### src/rtl/mem_access_wb_pkg.sv
`default_nettype none
// ============================================================================
// Module      : mem_access_wb_pkg
// Description : funct3 access-size codes and LSU state encoding shared by the
//               load/store + writeback stage and its alignment helper.
// Revision    : 1.0  initial release
// ============================================================================
package mem_access_wb_pkg;

    localparam int REG_DATA_WIDTH = 32;
    localparam int REG_ADDR_WIDTH = 5;

    localparam logic [2:0] LSU_B  = 3'd0;
    localparam logic [2:0] LSU_H  = 3'd1;
    localparam logic [2:0] LSU_W  = 3'd2;
    localparam logic [2:0] LSU_BU = 3'd4;
    localparam logic [2:0] LSU_HU = 3'd5;

    typedef enum logic [1:0] {
        LSU_IDLE = 2'd0,
        LSU_REQ  = 2'd1,
        LSU_DONE = 2'd2
    } lsu_state_e;

endpackage
`default_nettype wire

### src/rtl/mem_access_wb_lsu_align.sv
`default_nettype none
// ============================================================================
// Module      : mem_access_wb_lsu_align (lsu_align)
// Description : Combinational legality check, byte-enable and store-lane
//               generation, plus load-data extraction and extension.
// Revision    : 1.0  initial release
// ============================================================================
module mem_access_wb_lsu_align
    import mem_access_wb_pkg::*;
(
    input  logic [2:0]                st_funct3_i,
    input  logic [1:0]                st_addr_lo_i,
    input  logic                      st_we_i,
    input  logic [REG_DATA_WIDTH-1:0] st_data_i,
    output logic                      legal_o,
    output logic [3:0]                be_o,
    output logic [REG_DATA_WIDTH-1:0] wdata_o,
    input  logic [2:0]                ld_funct3_i,
    input  logic [1:0]                ld_addr_lo_i,
    input  logic [REG_DATA_WIDTH-1:0] ld_rdata_i,
    output logic [REG_DATA_WIDTH-1:0] ld_data_o
);

    logic [REG_DATA_WIDTH-1:0] w_shifted;

    always_comb begin
        legal_o = 1'b0;
        be_o    = 4'b0000;
        wdata_o = st_data_i;
        case (st_funct3_i)
            LSU_B: begin
                legal_o = 1'b1;
                be_o    = 4'b0001 << st_addr_lo_i;
                wdata_o = {4{st_data_i[7:0]}};
            end
            LSU_H: begin
                legal_o = ~st_addr_lo_i[0];
                be_o    = 4'b0011 << {st_addr_lo_i[1], 1'b0};
                wdata_o = {2{st_data_i[15:0]}};
            end
            LSU_W: begin
                legal_o = (st_addr_lo_i == 2'b00);
                be_o    = 4'b1111;
            end
            // Unsigned variants only make sense for loads.
            LSU_BU: begin
                legal_o = ~st_we_i;
                be_o    = 4'b0001 << st_addr_lo_i;
            end
            LSU_HU: begin
                legal_o = ~st_we_i & ~st_addr_lo_i[0];
                be_o    = 4'b0011 << {st_addr_lo_i[1], 1'b0};
            end
            default: legal_o = 1'b0;
        endcase
    end

    always_comb begin
        w_shifted = ld_rdata_i >> {ld_addr_lo_i, 3'b000};
        case (ld_funct3_i)
            LSU_B:   ld_data_o = {{24{w_shifted[7]}}, w_shifted[7:0]};
            LSU_H:   ld_data_o = {{16{w_shifted[15]}}, w_shifted[15:0]};
            LSU_BU:  ld_data_o = {24'd0, w_shifted[7:0]};
            LSU_HU:  ld_data_o = {16'd0, w_shifted[15:0]};
            default: ld_data_o = w_shifted;
        endcase
    end

endmodule
`default_nettype wire

### src/rtl/mem_access_wb.sv
`default_nettype none
// ============================================================================
// Module      : mem_access_wb
// Description : Load/store access + writeback stage. Runs a req/ack handshake
//               to a wait-stated data memory and drives the register-file port.
// Revision    : 1.0  initial release
// ============================================================================
module mem_access_wb
    import mem_access_wb_pkg::*;
#(
    parameter int TIMEOUT = 16
) (
    input  logic                      clk,
    input  logic                      rst,
    input  logic                      data_ce_i,
    input  logic                      data_we_i,
    input  logic [2:0]                funct3_i,
    input  logic [REG_DATA_WIDTH-1:0] data_addr_i,
    input  logic [REG_DATA_WIDTH-1:0] data_i,
    input  logic [REG_DATA_WIDTH-1:0] wb_data_i,
    input  logic                      memtoreg_i,
    input  logic                      regwrite_i,
    input  logic [REG_ADDR_WIDTH-1:0] rd_i,
    output logic                      bus_req_o,
    output logic                      bus_we_o,
    output logic [3:0]                bus_be_o,
    output logic [REG_DATA_WIDTH-1:0] bus_addr_o,
    output logic [REG_DATA_WIDTH-1:0] bus_wdata_o,
    input  logic                      bus_ack_i,
    input  logic [REG_DATA_WIDTH-1:0] bus_rdata_i,
    output logic                      stall_o,
    output logic                      rf_we_o,
    output logic [REG_ADDR_WIDTH-1:0] rf_waddr_o,
    output logic [REG_DATA_WIDTH-1:0] rf_wdata_o,
    output logic                      err_o
);

    localparam int CNT_W = $clog2(TIMEOUT + 1);

    lsu_state_e                state_q, state_d;
    logic [CNT_W-1:0]          cnt_q, cnt_d;
    logic                      req_q, req_d;
    logic                      we_q, we_d;
    logic [3:0]                be_q, be_d;
    logic [REG_DATA_WIDTH-1:0] addr_q, addr_d;
    logic [REG_DATA_WIDTH-1:0] wdata_q, wdata_d;
    logic [2:0]                funct3_q, funct3_d;
    logic [REG_DATA_WIDTH-1:0] rdata_q, rdata_d;
    logic                      tout_q, tout_d;

    logic                      w_legal;
    logic [3:0]                w_be;
    logic [REG_DATA_WIDTH-1:0] w_wdata;
    logic [REG_DATA_WIDTH-1:0] w_ld_data;
    logic                      w_rd_nz;

    mem_access_wb_lsu_align u_lsu_align (
        .st_funct3_i  (funct3_i),
        .st_addr_lo_i (data_addr_i[1:0]),
        .st_we_i      (data_we_i),
        .st_data_i    (data_i),
        .legal_o      (w_legal),
        .be_o         (w_be),
        .wdata_o      (w_wdata),
        .ld_funct3_i  (funct3_q),
        .ld_addr_lo_i (addr_q[1:0]),
        .ld_rdata_i   (rdata_q),
        .ld_data_o    (w_ld_data)
    );

    assign w_rd_nz     = (rd_i != '0);
    assign bus_req_o   = req_q;
    assign bus_we_o    = we_q;
    assign bus_be_o    = be_q;
    assign bus_addr_o  = {addr_q[REG_DATA_WIDTH-1:2], 2'b00};
    assign bus_wdata_o = wdata_q;
    assign rf_waddr_o  = rd_i;

    always_comb begin
        state_d    = state_q;
        cnt_d      = cnt_q;
        req_d      = req_q;
        we_d       = we_q;
        be_d       = be_q;
        addr_d     = addr_q;
        wdata_d    = wdata_q;
        funct3_d   = funct3_q;
        rdata_d    = rdata_q;
        tout_d     = tout_q;
        stall_o    = 1'b0;
        rf_we_o    = 1'b0;
        rf_wdata_o = wb_data_i;
        err_o      = 1'b0;

        case (state_q)
            LSU_IDLE: begin
                if (data_ce_i) begin
                    if (w_legal) begin
                        stall_o  = 1'b1;
                        state_d  = LSU_REQ;
                        req_d    = 1'b1;
                        we_d     = data_we_i;
                        be_d     = w_be;
                        addr_d   = data_addr_i;
                        wdata_d  = w_wdata;
                        funct3_d = funct3_i;
                        cnt_d    = '0;
                        tout_d   = 1'b0;
                    end else begin
                        err_o = 1'b1;
                    end
                end else begin
                    rf_we_o = regwrite_i & w_rd_nz;
                end
            end
            LSU_REQ: begin
                stall_o = 1'b1;
                if (bus_ack_i) begin
                    rdata_d = bus_rdata_i;
                    state_d = LSU_DONE;
                    req_d   = 1'b0;
                    we_d    = 1'b0;
                    be_d    = 4'b0000;
                end else if (cnt_q == CNT_W'(TIMEOUT - 1)) begin
                    // This is the TIMEOUT-th request cycle with no ack.
                    err_o   = 1'b1;
                    tout_d  = 1'b1;
                    state_d = LSU_DONE;
                    req_d   = 1'b0;
                    we_d    = 1'b0;
                    be_d    = 4'b0000;
                end else begin
                    cnt_d = cnt_q + CNT_W'(1);
                end
            end
            LSU_DONE: begin
                state_d = LSU_IDLE;
                if (!we_q && !tout_q) begin
                    rf_we_o    = regwrite_i & memtoreg_i & w_rd_nz;
                    rf_wdata_o = memtoreg_i ? w_ld_data : wb_data_i;
                end
            end
            default: state_d = LSU_IDLE;
        endcase

        // Nothing commits or stalls while the stage is being reset.
        if (rst) begin
            stall_o = 1'b0;
            rf_we_o = 1'b0;
            err_o   = 1'b0;
        end
    end

    always_ff @(posedge clk) begin
        if (rst) begin
            state_q  <= LSU_IDLE;
            cnt_q    <= '0;
            req_q    <= 1'b0;
            we_q     <= 1'b0;
            be_q     <= 4'b0000;
            addr_q   <= '0;
            wdata_q  <= '0;
            funct3_q <= 3'd0;
            rdata_q  <= '0;
            tout_q   <= 1'b0;
        end else begin
            state_q  <= state_d;
            cnt_q    <= cnt_d;
            req_q    <= req_d;
            we_q     <= we_d;
            be_q     <= be_d;
            addr_q   <= addr_d;
            wdata_q  <= wdata_d;
            funct3_q <= funct3_d;
            rdata_q  <= rdata_d;
            tout_q   <= tout_d;
        end
    end

endmodule
`default_nettype wire
### config.mk
export PLATFORM = sky130hd
export DESIGN_NAME = mem_access_wb
export DESIGN_NICKNAME = d
export VERILOG_FILES = /design/src/rtl/mem_access_wb_pkg.sv /design/src/rtl/mem_access_wb_lsu_align.sv /design/src/rtl/mem_access_wb.sv
export SDC_FILE = /design/constraint.sdc
export NUM_CORES = 1
export LEC_CHECK = 0
export BUFFER_PORTS_ARGS = -buffer_cell sky130_fd_sc_hd__buf_2
export CAP_MARGIN = 30
export CORE_MARGIN = 5
export CORE_UTILIZATION = 52
export CTS_CLUSTER_DIAMETER = 200
export CTS_CLUSTER_SIZE = 28
export DETAILED_ROUTE_END_ITERATION = 16
export PLACE_DENSITY = 0.95
export SLEW_MARGIN = 10
export SYNTH_ARGS = -nofsm -noshare
export SYNTH_HDL_FRONTEND = slang
export SYNTH_SLANG_ARGS = --single-unit
### constraint.sdc
create_clock -name clk -period 5.08 [get_ports clk]
set_input_delay 0.254 -clock clk [delete_from_list [all_inputs] [get_ports clk]]
set_output_delay 0.254 -clock clk [all_outputs]
set_load 0.02 [all_outputs]
-- Word level (Yosys, flattened, before mapping)
Index checks and enable logic that the tools add are counted.
- register bits after elaboration: 113
- shift operators: 3
- equal/unequal tests: 16
- mux-type cells: 49
- reductions and logical operators: 17
- bitwise gates (word level): 6
- add/sub/neg operators: 1
- operators with widths (operator ; number):
    $pmux W32 S4 ; 1
    $mux W32 ; 3
    $pmux W32 S2 ; 1
    $shr A32 B5 Y32 ; 1
    $mux W1 ; 21
    $mux W5 ; 4
    $mux W4 ; 4
    $eq A3 B3 Y1 const B ; 4
    $pmux W1 S2 ; 6
    $pmux W4 S3 ; 1
    $pmux W5 S2 ; 1
    $reduce_and A5 Y1 ; 2
    $mux W2 ; 4
    $ne A2 B2 Y1 const B ; 4
    $pmux W4 S2 ; 1
    $eq A3 B1 Y1 const B ; 2
    $logic_not A3 Y1 ; 2
    $reduce_and A3 Y1 ; 2
    $add A5 B1 Y5 const B ; 1
    $eq A5 B4 Y1 const B ; 1
    $pmux W1 S5 ; 1
    $reduce_bool A5 Y1 ; 1
    $and A1 B1 Y1 ; 4
    $logic_not A2 Y1 ; 2
    15 further kinds ; 18

-- Depth between registers and ports, before layout
Gate-level depths: netlist (run 1).
- depth in word-level cells: 7
- gate-level depth with buffers: 7

-- Hierarchy
A second synthesis (run 1) with hierarchy kept.
- cells, all modules: 759
- area total of the unflattened synthesis: 6177.2 um^2
- modules (own cells, without submodules) (module ; times used ; cells an instance ; area each (um^2)):
    mem_access_wb ; 1 ; 587 ; 4978.5
    mem_access_wb_lsu_align ; 1 ; 172 ; 1198.6

-- Least setup slack after synthesis (run 1)
OpenSTA, ideal clock, no wires.
- kind: input to output
- start point: in funct3_i[0]
- end point: out stall_o
- data arrival time: 1.680 ns
- setup slack: 3.146 ns
- buffers on the path: 3
- stages on the path: 7
- path through: buf_6 -> a221oi_2 -> o21a_1 -> buf_4 -> buf_4 -> nor2_1 -> nor3_1
- word-level cells in the longest chain between the ends: 6
- elaborated cells on any way between the ends: 10
- RTL lines (what ; RTL line ; text):
    start, declared ; mem_access_wb.sv:17 ; input logic [2:0] funct3_i,
    $eq A3 B3 Y1 (tied with other cells) ; mem_access_wb_lsu_align.sv:30 ; case (st_funct3_i)
    $pmux W1 S5 (*) ; mem_access_wb_lsu_align.sv:30 ;
    $mux W1 (*) ; mem_access_wb.sv:98 ; if (w_legal) begin
    $mux W1 (*) ; mem_access_wb.sv:97 ; if (data_ce_i) begin
    $pmux W1 S2 (*) ; mem_access_wb.sv:95 ; case (state_q)
    $mux W1 (*) ; mem_access_wb.sv:147 ; if (rst) begin
    end, declared ; mem_access_wb.sv:31 ; output logic stall_o,
Every way passes the cells marked *; elsewhere a longest branch is shown, timed or not.

-- Worst setup path in the final report (run 1)
- start point: reg addr_q[1]
- end point: out rf_wdata_o[31]
- word-level cells in the longest chain between the ends: 5
- RTL lines (what ; RTL line ; text):
    start, declared ; mem_access_wb.sv:45 ; logic [REG_DATA_WIDTH-1:0] addr_q, addr_d;
    start signal, assigned ; mem_access_wb.sv:172 ; addr_q <= addr_d;
    $shr A32 B5 Y32 ; mem_access_wb_lsu_align.sv:59 ; w_shifted = ld_rdata_i >> {ld_addr_lo_i, 3'b000};
    $pmux W32 S4 ; mem_access_wb_lsu_align.sv:60 ; case (ld_funct3_i)
    $mux W32 ; mem_access_wb.sv:140 ; rf_wdata_o = memtoreg_i ? w_ld_data : wb_data_i;
    $mux W32 ; mem_access_wb.sv:138 ; if (!we_q && !tout_q) begin
    $mux W32 ; mem_access_wb.sv:95 ;
    end, declared ; mem_access_wb.sv:34 ; output logic [REG_DATA_WIDTH-1:0] rf_wdata_o,
Every way passes these cells.

==> impl_metrics.prom, run 1 <==
# TYPE chip_impl_metric gauge
chip_impl_metric{name="synth-seq-cells",unit=""} 113
chip_impl_metric{name="clkSinkCount",unit=""} 113
chip_impl_metric{name="cts_buffers",unit=""} 17
chip_impl_metric{name="pwr-share-comb",unit="%"} 16.0
chip_impl_metric{name="worst_slack",unit="ns"} 2.21
chip_impl_info{name="worst_path_dominant_cell_family",value="simple AND/OR/NAND/NOR gates"} 1
chip_impl_metric{name="io_pins",unit=""} 253
chip_impl_metric{name="synth_unique_cells",unit=""} 48
chip_impl_metric{name="clkPwrFrac",unit="%"} 45.7
chip_impl_metric{name="postSynthAreaPerCell",unit="um2"} 7.72
chip_impl_metric{name="power.leakage",unit="nW"} 3.32
chip_impl_metric{name="fin_skew",unit="ns"} 0.0120
chip_impl_metric{name="postCtsSetupRepairBufs",unit=""} 0
chip_impl_metric{name="length_of_the_first_detailed_routing_pass_in_iterations",unit=""} 5
chip_impl_metric{name="maximum_number_of_pins_on_one_net_before_global_route_repair",unit=""} 92
chip_impl_info{name="cts_tree",value="yes"} 1
chip_impl_metric{name="first_global_vias",unit=""} 5790
chip_impl_info{name="critPathKind",value="reg -> out"} 1
chip_impl_metric{name="htreeDepth",unit=""} 4
chip_impl_metric{name="grt_pass1_wl",unit="um"} 28900
chip_impl_metric{name="num-fill-cells",unit=""} 763
chip_impl_info{name="cts_root_buf",value="sky130_fd_sc_hd__clkbuf_8"} 1
chip_impl_metric{name="drt-initial-drc-count",unit=""} 443
chip_impl_metric{name="die_h",unit="um"} 115
chip_impl_metric{name="timing.max_slew.rel_slack",unit="%"} 52.0
chip_impl_info{name="critPathSlowestCell",value="sky130_fd_sc_hd__nor2b_1"} 1
chip_impl_metric{name="worstPathBufferInverterCount",unit=""} 2
chip_impl_metric{name="design.final.nets",unit=""} 1131
chip_impl_metric{name="grt_usage",unit="%"} 27.6
chip_impl_metric{name="clk_transition_reported_paths",unit="ns"} 0.06
chip_impl_metric{name="synthToLayoutAreaGrowth",unit="%"} 37.0
chip_impl_metric{name="timing_hold_violations_final",unit=""} 0
chip_impl_info{name="setup.worst_path.end_class",value="output port"} 1
chip_impl_metric{name="vias",unit=""} 6185
chip_impl_metric{name="drt-vias-per-instance",unit=""} 5.43
chip_impl_info{name="cpMostUsedCell",value="sky130_fd_sc_hd__nor2b_1"} 1
chip_impl_metric{name="num_rows",unit=""} 38
chip_impl_metric{name="period_needed",unit="ns"} 2.87
chip_impl_metric{name="cts-root-to-sink-buffers",unit=""} 2
chip_impl_metric{name="worst_pin_slew",unit="ns"} 0.719
chip_impl_metric{name="timing.final.setup_violations",unit=""} 0
chip_impl_metric{name="total_switching_power",unit="uW"} 716
chip_impl_info{name="timing.critical_path.from_type",value="flip-flop"} 1
chip_impl_metric{name="yosysSeqAreaShare",unit="%"} 39.1
chip_impl_metric{name="cap_violations",unit=""} 0
chip_impl_metric{name="critPathMaxFanout",unit=""} 21
chip_impl_metric{name="start_util",unit="%"} 53.1
chip_impl_metric{name="detail_route.wl_per_cell",unit="um"} 16.7
chip_impl_metric{name="timing.final.crit_share",unit="%"} 56.5
chip_impl_metric{name="synth.cell_area",unit="um2"} 5780
chip_impl_metric{name="fin_tns_setup",unit="ns"} 0
chip_impl_metric{name="floorplan.core_area",unit="um2"} 10900
chip_impl_info{name="grt_setup_unrepaired",value="false"} 1
chip_impl_metric{name="synthesis.yosys.warnings",unit=""} 0
chip_impl_metric{name="post_layout_nonfiller_instances",unit=""} 1140
chip_impl_metric{name="wl",unit="um"} 19000
chip_impl_metric{name="die_width",unit="um"} 115
chip_impl_metric{name="critical_path_required",unit="ns"} 4.83
chip_impl_metric{name="asyncSetResetFlopFracSynth",unit="%"} 0
chip_impl_metric{name="antenna_found_initial",unit=""} 0
chip_impl_info{name="outcome",value="complete, no violations"} 1
chip_impl_metric{name="sum_of_overflow_across_all_layers_after_global_routing",unit=""} 0
chip_impl_metric{name="syn_inst",unit=""} 749
chip_impl_metric{name="worstSkewPairLatency",unit="ns"} 0.51
chip_impl_metric{name="swShare",unit="%"} 29.0
chip_impl_metric{name="post_route_cells_drive_above_1_share",unit="%"} 32.6
chip_impl_metric{name="finish.utilization",unit="%"} 72.8
chip_impl_metric{name="pwr-share-seq",unit="%"} 38.4
chip_impl_metric{name="place.port_buffers",unit=""} 250
chip_impl_metric{name="route.antenna.remaining_nets",unit=""} 0
chip_impl_metric{name="die_area",unit="um2"} 13300
chip_impl_metric{name="pwr_density_cell",unit="nW/um2"} 311
chip_impl_info{name="layout_common_cells",value="sky130_fd_sc_hd__buf_2, sky130_fd_sc_hd__nand2_1, sky130_fd_sc_hd__dfxtp_1, sky130_fd_sc_hd__a21oi_1, sky130_fd_sc_hd__dlygate4sd3_1"} 1
chip_impl_metric{name="max_freq",unit="MHz"} 348
chip_impl_info{name="worstPathCellList",value="buf_8, nor2b_1, nor2b_1, nand2_1, a31oi_1, buf_2"} 1
chip_impl_info{name="synth-main-ff-cell",value="sky130_fd_sc_hd__dfxtp_1"} 1
chip_impl_metric{name="synth_enable_flop_cells",unit=""} 0
chip_impl_metric{name="worst_path_largest_cell_delay",unit="ns"} 0.54
chip_impl_metric{name="p_int",unit="mW"} 1.75
chip_impl_metric{name="remaining_design_rule_violation_count",unit=""} 0
chip_impl_metric{name="place_congestion",unit=""} 0.903
chip_impl_info{name="layout_commonest_cell",value="sky130_fd_sc_hd__buf_2"} 1
chip_impl_metric{name="total_half_perimeter_wirelength_after_legalization_and_detailed_placement",unit="um"} 12400
chip_impl_metric{name="maxSlewViolCount",unit=""} 0
chip_impl_metric{name="numPlacedInstances",unit=""} 1049
chip_impl_metric{name="power.ir.vdd_worst",unit="V"} 0.000280
chip_impl_info{name="type_of_the_worst_min_delay_path",value="in -> reg"} 1
chip_impl_metric{name="critical_path_arrival",unit="ns"} 2.62
chip_impl_metric{name="dpl_worst_slack",unit="ns"} 2.45
-- registers in the layout (all words and copies together), names as in the netlist --
signal / count
rdata_q: 32
bus_be_o: 4
tout_q: 1
addr_q: 32
funct3_q: 3
bus_wdata_o: 32
bus_we_o: 1
bus_req_o: 1
cnt_q: 5
state_q: 2
-- cell usage after synthesis, types with 2 or more instances --
library cell / instances / share of area, %
sky130_fd_sc_hd__nand2_1: 211 / 14
sky130_fd_sc_hd__dfxtp_1: 113 / 39
sky130_fd_sc_hd__a21oi_1: 101 / 8.7
sky130_fd_sc_hd__nor2_1: 54 / 3.5
sky130_fd_sc_hd__buf_4: 45 / 5.8
sky130_fd_sc_hd__mux2i_1: 32 / 5.5
sky130_fd_sc_hd__clkbuf_1: 31 / 2.0
sky130_fd_sc_hd__o21ai_0: 21 / 1.8
sky130_fd_sc_hd__a31oi_1: 17 / 1.8
sky130_fd_sc_hd__mux2_2: 17 / 3.3
sky130_fd_sc_hd__buf_2: 16 / 1.4
sky130_fd_sc_hd__a211oi_1: 8 / 1.0
sky130_fd_sc_hd__a311oi_2: 8 / 2.1
sky130_fd_sc_hd__nand3_1: 8 / 0.69
sky130_fd_sc_hd__o211ai_1: 8 / 1.0
sky130_fd_sc_hd__o2bb2ai_1: 7 / 1.1
sky130_fd_sc_hd__nor3_1: 6 / 0.52
sky130_fd_sc_hd__nor2b_1: 5 / 0.54
sky130_fd_sc_hd__nor3b_1: 4 / 0.52
sky130_fd_sc_hd__buf_6: 3 / 0.58
sky130_fd_sc_hd__inv_1: 3 / 0.19
sky130_fd_sc_hd__buf_1: 2 / 0.13
sky130_fd_sc_hd__ha_1: 2 / 0.43
sky130_fd_sc_hd__nor4b_1: 2 / 0.30
sky130_fd_sc_hd__or2_2: 2 / 0.22
-- metrics by stage --
step	cell area, um2	power [mW]	hold WS [ns]
after floorplan	5790	1.19	0.390
after global placement	6690	1.30	0.439
after detailed placement	6740	1.31	0.443
after CTS	7860	2.47	0.00310
after global routing	7920	2.56	0.0113
final	7920	2.47	0.0298
-- power groups by stage --
stage | clock network [mW] | registers, mW | logic (mW)
2_1_floorplan | 0 | 0.980 | 0.214
3_3_place_gp | 0 | 0.964 | 0.336
3_5_place_dp | 0 | 0.966 | 0.346
4_1_cts | 1.14 | 0.947 | 0.380
5_1_grt | 1.19 | 0.950 | 0.424
6_report | 1.13 | 0.946 | 0.393
-- worst paths after layout --
check        cells past startpoint                     from                       end  slack (ns)
min                              3          bus_rdata_i[25]  rdata_q[25]$_SDFFE_PP0P_        0.03
max reg2reg                      5  state_q[1]$_SDFFE_PP0P_     cnt_q[4]$_SDFFE_PP0P_        3.04
max                              6   addr_q[1]$_SDFFE_PP0P_            rf_wdata_o[31]        2.21
min reg2reg                      2  addr_q[22]$_SDFFE_PP0P_   addr_q[22]$_SDFFE_PP0P_        0.45
-- per-layer routing --
metal | part of all wire [%] | track usage [%] | vias up
met5 | 0 | 0 | -
met1 | 38 | 32.2 | 2791
met2 | 48 | 46.1 | 323
li1 | - | - | 2993
met4 | 4.7 | 15.4 | 0
met3 | 9.5 | 7.36 | 78
-- cell type report --
class                           count  area [um2]  share of cell area, %
Sequential cell                   113        2260                   28.6
Clock inverter                     15         150                   1.90
Inverter                            3        11.3                  0.142
Multi-Input combinational cell    537        2950                   37.3
Tap cell                          140         175                   2.21
Clock buffer                       17         414                   5.23
Timing Repair Buffer              314        1950                   24.6
Antenna cell                        1        2.50                 0.0316
-- tightest hold or removal path: stages --
cell	delay [ns]
sky130_fd_sc_hd__buf_2	0.11
sky130_fd_sc_hd__nand2_1	0.06
sky130_fd_sc_hd__a21oi_1	0.05
-- what timing repair did --
action / CTS / global route
hold buffers: 55 / 0
hold endpoints to repair: 55 / 0
resized for setup: 0 / 0
-- logic make-up (layout without fill, tap and decap cells) --
logic type      count (synthesis)  count (layout)  synth area share (%)
fa+ha+maj                       2               2                 0.433
xor+xnor                        2               2                 0.303
buf+inv                       100             349                  10.1
other cells                     1               3                0.0648
flops                         113             113                  39.1
simple gates                  302             302                  21.8
compound gates                180             180                  19.3
mux                            49              49                  8.85
(Power assumes the default switching activity.)
==> run 2, diff against run 1 <==
--- a/config.mk
+++ b/config.mk
@@ -8,11 +8,11 @@
 export BUFFER_PORTS_ARGS = -buffer_cell sky130_fd_sc_hd__buf_2
 export CAP_MARGIN = 30
 export CORE_MARGIN = 5
-export CORE_UTILIZATION = 52
+export CORE_UTILIZATION = 43
 export CTS_CLUSTER_DIAMETER = 200
 export CTS_CLUSTER_SIZE = 28
 export DETAILED_ROUTE_END_ITERATION = 16
-export PLACE_DENSITY = 0.95
+export PLACE_DENSITY = 0.85
 export SLEW_MARGIN = 10
 export SYNTH_ARGS = -nofsm -noshare
 export SYNTH_HDL_FRONTEND = slang
==> constraint.sdc (replaced) <==
create_clock -name clk -period 2.48 [get_ports clk]
set_input_delay 0.124 -clock clk [delete_from_list [all_inputs] [get_ports clk]]
set_output_delay 0.124 -clock clk [all_outputs]
set_load 0.02 [all_outputs]
==> run 2 against run 1 <==
Effect of this change: sequential share of layout area down 0.64 points; highest routed layer is now met5; non-clock buffer count up 19; global-route usage down 4.7 points; routed wire length down 0.26%; sequential cell count unchanged; core utilization down 11 points; first-iteration DRC count down 7.9%; combinational power up 110%; critical path depth unchanged; final cell count up 4.7%.
==> impl_metrics.prom, run 2 (synthesis gave the netlist of run 1 again) <==
# TYPE chip_impl_metric gauge
chip_impl_metric{name="footprint_of_the_flip_flops_and_latches",unit="um2"} 2260
chip_impl_metric{name="place_congestion",unit=""} 0.897
chip_impl_metric{name="length_of_the_first_detailed_routing_pass_in_iterations",unit=""} 5
chip_impl_metric{name="drt-vias-per-instance",unit=""} 5.24
chip_impl_metric{name="area_taken_by_multi_input_logic_gates",unit="um2"} 2960
chip_impl_metric{name="maxSlewViolCount",unit=""} 0
chip_impl_metric{name="post-route-cell-area",unit="um2"} 8100
chip_impl_metric{name="placed_area",unit="um2"} 6840
chip_impl_info{name="grt-busiest-layer",value="met2"} 1
chip_impl_info{name="grt_setup_unrepaired",value="false"} 1
chip_impl_metric{name="first_global_vias",unit=""} 6041
chip_impl_metric{name="die_h",unit="um"} 126
chip_impl_metric{name="groute.layer.met2.usage",unit="%"} 38.3
chip_impl_metric{name="met1_usage_in_global_routing",unit="%"} 26.2
chip_impl_metric{name="num_rows",unit=""} 42
chip_impl_metric{name="timing.final.setup_violations",unit=""} 0
chip_impl_info{name="layout_common_cells",value="sky130_fd_sc_hd__buf_2, sky130_fd_sc_hd__nand2_1, sky130_fd_sc_hd__dfxtp_1, sky130_fd_sc_hd__a21oi_1, sky130_fd_sc_hd__dlygate4sd3_1"} 1
chip_impl_metric{name="fin_total_pwr",unit="mW"} 5.05
chip_impl_metric{name="post_layout_nonfiller_instances",unit=""} 1194
chip_impl_metric{name="total_half_perimeter_wirelength_after_legalization_and_detailed_placement",unit="um"} 12500
chip_impl_metric{name="worstSkewPairLatency",unit="ns"} 0.40
chip_impl_metric{name="die_area",unit="um2"} 15900
chip_impl_metric{name="gr-usage-met3",unit="%"} 7.32
chip_impl_metric{name="design.final.nets",unit=""} 1150
chip_impl_metric{name="maximum_number_of_pins_on_one_net_before_global_route_repair",unit=""} 70
chip_impl_metric{name="synthToLayoutAreaGrowth",unit="%"} 40.1
chip_impl_metric{name="postCtsSetupRepairBufs",unit=""} 0
chip_impl_metric{name="fin_skew",unit="ns"} 0.0115
chip_impl_metric{name="num-fill-cells",unit=""} 1099
chip_impl_info{name="timing.critical_path.from_type",value="flip-flop"} 1
chip_impl_metric{name="critical_path_arrival",unit="ns"} 2.19
chip_impl_metric{name="die_width",unit="um"} 126
chip_impl_metric{name="remaining_design_rule_violation_count",unit=""} 0
chip_impl_metric{name="clkSinkCount",unit=""} 113
chip_impl_metric{name="cts-root-to-sink-buffers",unit=""} 2
chip_impl_metric{name="timing.final.crit_share",unit="%"} 93.1
chip_impl_metric{name="critPathMaxFanout",unit=""} 28
chip_impl_info{name="cts_tree",value="yes"} 1
chip_impl_metric{name="timing_hold_violations_final",unit=""} 0
chip_impl_metric{name="power.leakage",unit="nW"} 3.38
chip_impl_metric{name="dpl_worst_slack",unit="ns"} 0.492
chip_impl_metric{name="io_pins",unit=""} 253
chip_impl_info{name="type_of_the_worst_min_delay_path",value="in -> reg"} 1
chip_impl_metric{name="worst_slack",unit="ns"} 0.171
chip_impl_info{name="layout_commonest_cell",value="sky130_fd_sc_hd__buf_2"} 1
chip_impl_info{name="cts_root_buf",value="sky130_fd_sc_hd__clkbuf_16"} 1
chip_impl_metric{name="antenna_found_initial",unit=""} 3
chip_impl_metric{name="holdPathStages",unit=""} 3
chip_impl_info{name="critPathKind",value="reg -> out"} 1
chip_impl_metric{name="pwr_density_cell",unit="nW/um2"} 623
chip_impl_info{name="setup.worst_path.end_class",value="output port"} 1
chip_impl_metric{name="drt-initial-drc-count",unit=""} 408
chip_impl_metric{name="grt_pass1_wl",unit="um"} 29900
chip_impl_metric{name="clk_transition_reported_paths",unit="ns"} 0.05
chip_impl_metric{name="fin_tns_setup",unit="ns"} 0
chip_impl_metric{name="period_needed",unit="ns"} 2.31
chip_impl_metric{name="power.ir.vdd_worst",unit="V"} 0.000609
chip_impl_metric{name="start_util",unit="%"} 43.8
chip_impl_metric{name="numPlacedInstances",unit=""} 1092
chip_impl_info{name="outcome",value="complete, no violations"} 1
chip_impl_metric{name="worst_pin_slew",unit="ns"} 0.781
chip_impl_metric{name="detail_route.wl_per_cell",unit="um"} 15.9
chip_impl_metric{name="max_freq",unit="MHz"} 433
chip_impl_metric{name="cts_buffers",unit=""} 17
chip_impl_metric{name="reg2reg_depth",unit=""} 5
chip_impl_metric{name="vias",unit=""} 6256
chip_impl_metric{name="cap_violations",unit=""} 0
chip_impl_metric{name="sum_of_overflow_across_all_layers_after_global_routing",unit=""} 0
chip_impl_metric{name="finish.utilization",unit="%"} 61.4
chip_impl_metric{name="timing.max_slew.rel_slack",unit="%"} 47.9
chip_impl_metric{name="post_route_cells_drive_above_1_share",unit="%"} 31.9
chip_impl_metric{name="grt_usage",unit="%"} 23.0
chip_impl_metric{name="wl",unit="um"} 19000
chip_impl_metric{name="critical_path_required",unit="ns"} 2.36
chip_impl_metric{name="floorplan.core_area",unit="um2"} 13200
chip_impl_metric{name="route.antenna.remaining_nets",unit=""} 0
chip_impl_metric{name="place.port_buffers",unit=""} 250
chip_impl_metric{name="worst_case_hold_slack",unit="ns"} 0.0383
chip_impl_metric{name="htreeDepth",unit=""} 4
==> run 2: layout make-up <==
cell class	instances	share of cell area, %
Antenna cell	2	0.0618
Clock inverter	5	0.988
Timing Repair Buffer	333	25.8
Clock buffer	25	5.87
Inverter	3	0.139
Multi-Input combinational cell	537	36.5
Tap cell	176	2.72
Sequential cell	113	27.9
==> run 2: worst paths after layout <==
check                                  to  slack, ns                     from
min          bus_wdata_o[24]$_SDFFE_PP0P_       0.04               data_i[24]
max                        rf_wdata_o[10]       0.17   addr_q[0]$_SDFFE_PP0P_
max reg2reg        addr_q[2]$_SDFFE_PP0P_       0.64  state_q[1]$_SDFFE_PP0P_
min reg2reg        addr_q[7]$_SDFFE_PP0P_       0.45   addr_q[7]$_SDFFE_PP0P_
==> run 2: worst max-delay path: stages, from the launching register on <==
cell                        delay (ns)
sky130_fd_sc_hd__dfxtp_1          0.44
sky130_fd_sc_hd__buf_12           0.22
sky130_fd_sc_hd__nor2b_1          0.49
sky130_fd_sc_hd__o2bb2ai_1        0.20
sky130_fd_sc_hd__nand2_1          0.09
sky130_fd_sc_hd__a21oi_1          0.16
sky130_fd_sc_hd__buf_2            0.18
==> run 2: where the power goes <==
group          switching [mW]  leakage [nW]  internal (mW)  total, mW
logic                   0.470          2.20          0.351      0.822
registers              0.0480         0.918           1.89       1.94
clock network           0.772         0.263           1.52       2.29
==> run 2: timing repair <==
| item | in CTS | in global routing |
|---|---|---|
| hold buffers | 70 | 0 |
| endpoints found under the setup margin | 0 | 10 |
| endpoints found under the hold margin | 70 | 0 |
| gates resized for setup | 0 | 2 |
==> run 2: routing by layer <==
layer	wire length (um)	vias to the layer above
li1	-	3029
met1	7440	2890
met2	9310	277
met3	1520	58
met4	669	2
met5	20	-
==> run 3, diff against run 2 <==
--- a/config.mk
+++ b/config.mk
@@ -8,11 +8,13 @@
 export BUFFER_PORTS_ARGS = -buffer_cell sky130_fd_sc_hd__buf_2
 export CAP_MARGIN = 30
 export CORE_MARGIN = 5
-export CORE_UTILIZATION = 43
+export CORE_UTILIZATION = 41
 export CTS_CLUSTER_DIAMETER = 200
 export CTS_CLUSTER_SIZE = 28
 export DETAILED_ROUTE_END_ITERATION = 16
-export PLACE_DENSITY = 0.85
+export MAX_ROUTING_LAYER = met4
+export PLACE_DENSITY = 0.81
+export SETUP_SLACK_MARGIN = 0.4
 export SLEW_MARGIN = 10
 export SYNTH_ARGS = -nofsm -noshare
 export SYNTH_HDL_FRONTEND = slang
==> run 3 against run 2 <==
Effect of this change: final cell count is 1.9% higher; register-to-register slack about the same; via count up 4.2%; global-route usage is 1.6 points higher; routed wire length up 11%; sequential share of layout area shrank 1.0 points; combinational power is 6.3% higher; setup slack improved by 0.20 ns; die area rose by 4.5%; critical path type unchanged; critical endpoint is now rf_wdata_o[29]; largest power group unchanged.
==> impl_metrics.prom, run 3 (synthesis gave the netlist of run 1 again) <==
# TYPE chip_impl_metric gauge
chip_impl_metric{name="fin_total_pwr",unit="mW"} 5.08
chip_impl_metric{name="grt_pass1_wl",unit="um"} 31300
chip_impl_metric{name="place.port_buffers",unit=""} 250
chip_impl_metric{name="drt-vias-per-instance",unit=""} 5.35
chip_impl_metric{name="timing.final.crit_share",unit="%"} 84.9
chip_impl_metric{name="htreeDepth",unit=""} 4
chip_impl_info{name="cts_tree",value="yes"} 1
chip_impl_metric{name="timing_hold_violations_final",unit=""} 0
chip_impl_metric{name="cts-root-to-sink-buffers",unit=""} 2
chip_impl_metric{name="clk_transition_reported_paths",unit="ns"} 0.05
chip_impl_metric{name="max_freq",unit="MHz"} 475
chip_impl_metric{name="place_congestion",unit=""} 0.872
chip_impl_info{name="setup.worst_path.end_class",value="output port"} 1
chip_impl_metric{name="critical_path_arrival",unit="ns"} 1.98
chip_impl_metric{name="post_route_cells_drive_above_1_share",unit="%"} 35.6
chip_impl_metric{name="critPathMaxFanout",unit=""} 9
chip_impl_metric{name="period_needed",unit="ns"} 2.11
chip_impl_metric{name="maximum_number_of_pins_on_one_net_before_global_route_repair",unit=""} 78
chip_impl_metric{name="critical_path_required",unit="ns"} 2.36
chip_impl_info{name="layout_common_cells",value="sky130_fd_sc_hd__buf_2, sky130_fd_sc_hd__nand2_1, sky130_fd_sc_hd__dfxtp_1, sky130_fd_sc_hd__a21oi_1, sky130_fd_sc_hd__dlygate4sd3_1"} 1
chip_impl_metric{name="total_half_perimeter_wirelength_after_legalization_and_detailed_placement",unit="um"} 12900
chip_impl_metric{name="placed_area",unit="um2"} 6850
chip_impl_metric{name="length_of_the_first_detailed_routing_pass_in_iterations",unit=""} 5
chip_impl_metric{name="cts_buffers",unit=""} 17
chip_impl_metric{name="sum_of_overflow_across_all_layers_after_global_routing",unit=""} 0
chip_impl_metric{name="timing.max_slew.rel_slack",unit="%"} 42.2
chip_impl_metric{name="antenna_found_initial",unit=""} 1
chip_impl_metric{name="detail_route.wl_per_cell",unit="um"} 17.3
chip_impl_metric{name="pwr_density_cell",unit="nW/um2"} 600
chip_impl_metric{name="swShare",unit="%"} 26.4
chip_impl_metric{name="p_int",unit="mW"} 3.74
chip_impl_metric{name="fin_tns_setup",unit="ns"} 0
chip_impl_metric{name="die_h",unit="um"} 129
chip_impl_metric{name="first_global_vias",unit=""} 6241
chip_impl_metric{name="power.ir.vdd_worst",unit="V"} 0.000371
chip_impl_metric{name="wl_met1",unit="um"} 7820
chip_impl_metric{name="dr_wl_met3",unit="um"} 1670
chip_impl_metric{name="num_rows",unit=""} 43
chip_impl_metric{name="cap_violations",unit=""} 0
chip_impl_metric{name="maxSlewViolCount",unit=""} 0
chip_impl_metric{name="synthToLayoutAreaGrowth",unit="%"} 46.5
chip_impl_metric{name="grt_usage",unit="%"} 24.6
chip_impl_metric{name="post-route-cell-area",unit="um2"} 8470
chip_impl_info{name="cts_root_buf",value="sky130_fd_sc_hd__clkbuf_16"} 1
chip_impl_info{name="type_of_the_worst_min_delay_path",value="in -> reg"} 1
chip_impl_metric{name="io_pins",unit=""} 253
chip_impl_metric{name="clkSinkCount",unit=""} 113
chip_impl_metric{name="design.final.nets",unit=""} 1169
chip_impl_metric{name="worst_pin_slew",unit="ns"} 0.867
chip_impl_info{name="timing.critical_path.from_type",value="flip-flop"} 1
chip_impl_metric{name="timing.final.setup_violations",unit=""} 0
chip_impl_metric{name="drt-initial-drc-count",unit=""} 491
chip_impl_metric{name="met2_wirelength",unit="um"} 10400
chip_impl_metric{name="total_switching_power",unit="mW"} 1.34
chip_impl_metric{name="worst_case_hold_slack",unit="ns"} 0.0247
chip_impl_metric{name="wl",unit="um"} 21000
chip_impl_metric{name="pwr-share-comb",unit="%"} 17.2
chip_impl_metric{name="start_util",unit="%"} 41.7
chip_impl_info{name="layout_commonest_cell",value="sky130_fd_sc_hd__buf_2"} 1
chip_impl_metric{name="worstSkewPairLatency",unit="ns"} 0.41
chip_impl_metric{name="pwr-share-seq",unit="%"} 38.2
chip_impl_metric{name="remaining_design_rule_violation_count",unit=""} 0
chip_impl_info{name="outcome",value="complete, no violations"} 1
chip_impl_metric{name="route.antenna.remaining_nets",unit=""} 0
chip_impl_metric{name="power.leakage",unit="nW"} 3.54
chip_impl_info{name="grt_setup_unrepaired",value="true"} 1
chip_impl_metric{name="floorplan.core_area",unit="um2"} 13900
chip_impl_metric{name="num-fill-cells",unit=""} 1147
chip_impl_metric{name="die_width",unit="um"} 129
chip_impl_metric{name="fin_skew",unit="ns"} 0.00436
chip_impl_metric{name="die_area",unit="um2"} 16600
chip_impl_metric{name="vias",unit=""} 6517
chip_impl_metric{name="clkPwrFrac",unit="%"} 44.6
chip_impl_info{name="critPathKind",value="reg -> out"} 1
chip_impl_info{name="highest_signal_layer_in_the_routed_design",value="met4"} 1
run 3: cell count changes in the layout (fill, tap and decap cells not counted), sizes merged:
cell / delta
buf: +16
o21a: +1
dlygate4sd3: -2
bufinv: -1
clkbuf: +3
o311a: +1
clkinv: +2
bufbuf: +1
clkinvlp: -1
diode: -1
run 3: per-layer routing:
metal	global-route usage [%]	up-vias
li1	-	3077
met1	26.3	2996
met2	40.3	345
met3	6.77	99
met4	15.0	0
met5	-	-
run 3: area by class of cell:
type	instances	area, um2	area share (%)
clock buffer	26	499	5.89
sequential	113	2280	26.9
inverter	3	11.3	0.133
multi-input combinational	539	3100	36.5
antenna	1	2.50	0.0295
timing repair buffer	350	2310	27.3
tap	180	225	2.66
clock inverter	5	52.6	0.620
run 3: final timing paths:
kind | start | to | slack, ns | depth (start not counted)
max | addr_q[0]$_SDFFE_PP0P_ | rf_wdata_o[29] | 0.37 | 6
min | data_i[0] | bus_wdata_o[0]$_SDFFE_PP0P_ | 0.02 | 3
max reg2reg | cnt_q[0]$_SDFFE_PP0P_ | cnt_q[2]$_SDFFE_PP0P_ | 0.64 | 8
min reg2reg | bus_wdata_o[3]$_SDFFE_PP0P_ | bus_wdata_o[3]$_SDFFE_PP0P_ | 0.45 | 2
run 3: critical path, stage by stage, from the launching register on:
cell and delay (ns):
sky130_fd_sc_hd__dfxtp_4 0.39, sky130_fd_sc_hd__buf_12 0.13, sky130_fd_sc_hd__nor4b_1 0.35, sky130_fd_sc_hd__o21ai_2 0.15, sky130_fd_sc_hd__o311a_4 0.19, sky130_fd_sc_hd__a31oi_1 0.17
sky130_fd_sc_hd__buf_2 0.19
run 3: through the flow:
step | setup slack (ns) | instances | util (%)
2_1_floorplan | 0.679 | 750 | -
6_report | 0.373 | 1217 | 61.0
4_1_cts | 0.377 | 1202 | 59.1
5_1_grt | 0.310 | 1217 | 61.0
3_3_place_gp | 0.515 | 1097 | 49.3
3_5_place_dp | 0.511 | 1097 | 49.3
run 3: timing repair:
action                                 in CTS  in global routing
endpoints found under the hold margin      68                  0
pin swaps                                   2                  5
setup endpoints to repair                  34                 28
gates resized for setup                    16                 34
setup buffers                               4                 11
cloned                                      2                  3
hold buffers                               68                  0
run 3: power by group through the flow:
| stage | Combinational [mW] | Clock (mW) | Sequential [mW] |
|---|---|---|---|
| floorplan | 0.438 | 0 | 2.01 |
| global placement | 0.720 | 0 | 1.97 |
| detailed placement | 0.728 | 0 | 1.97 |
| CTS | 0.829 | 2.31 | 1.94 |
| global route | 0.938 | 2.43 | 1.95 |
| finish | 0.874 | 2.27 | 1.94 |
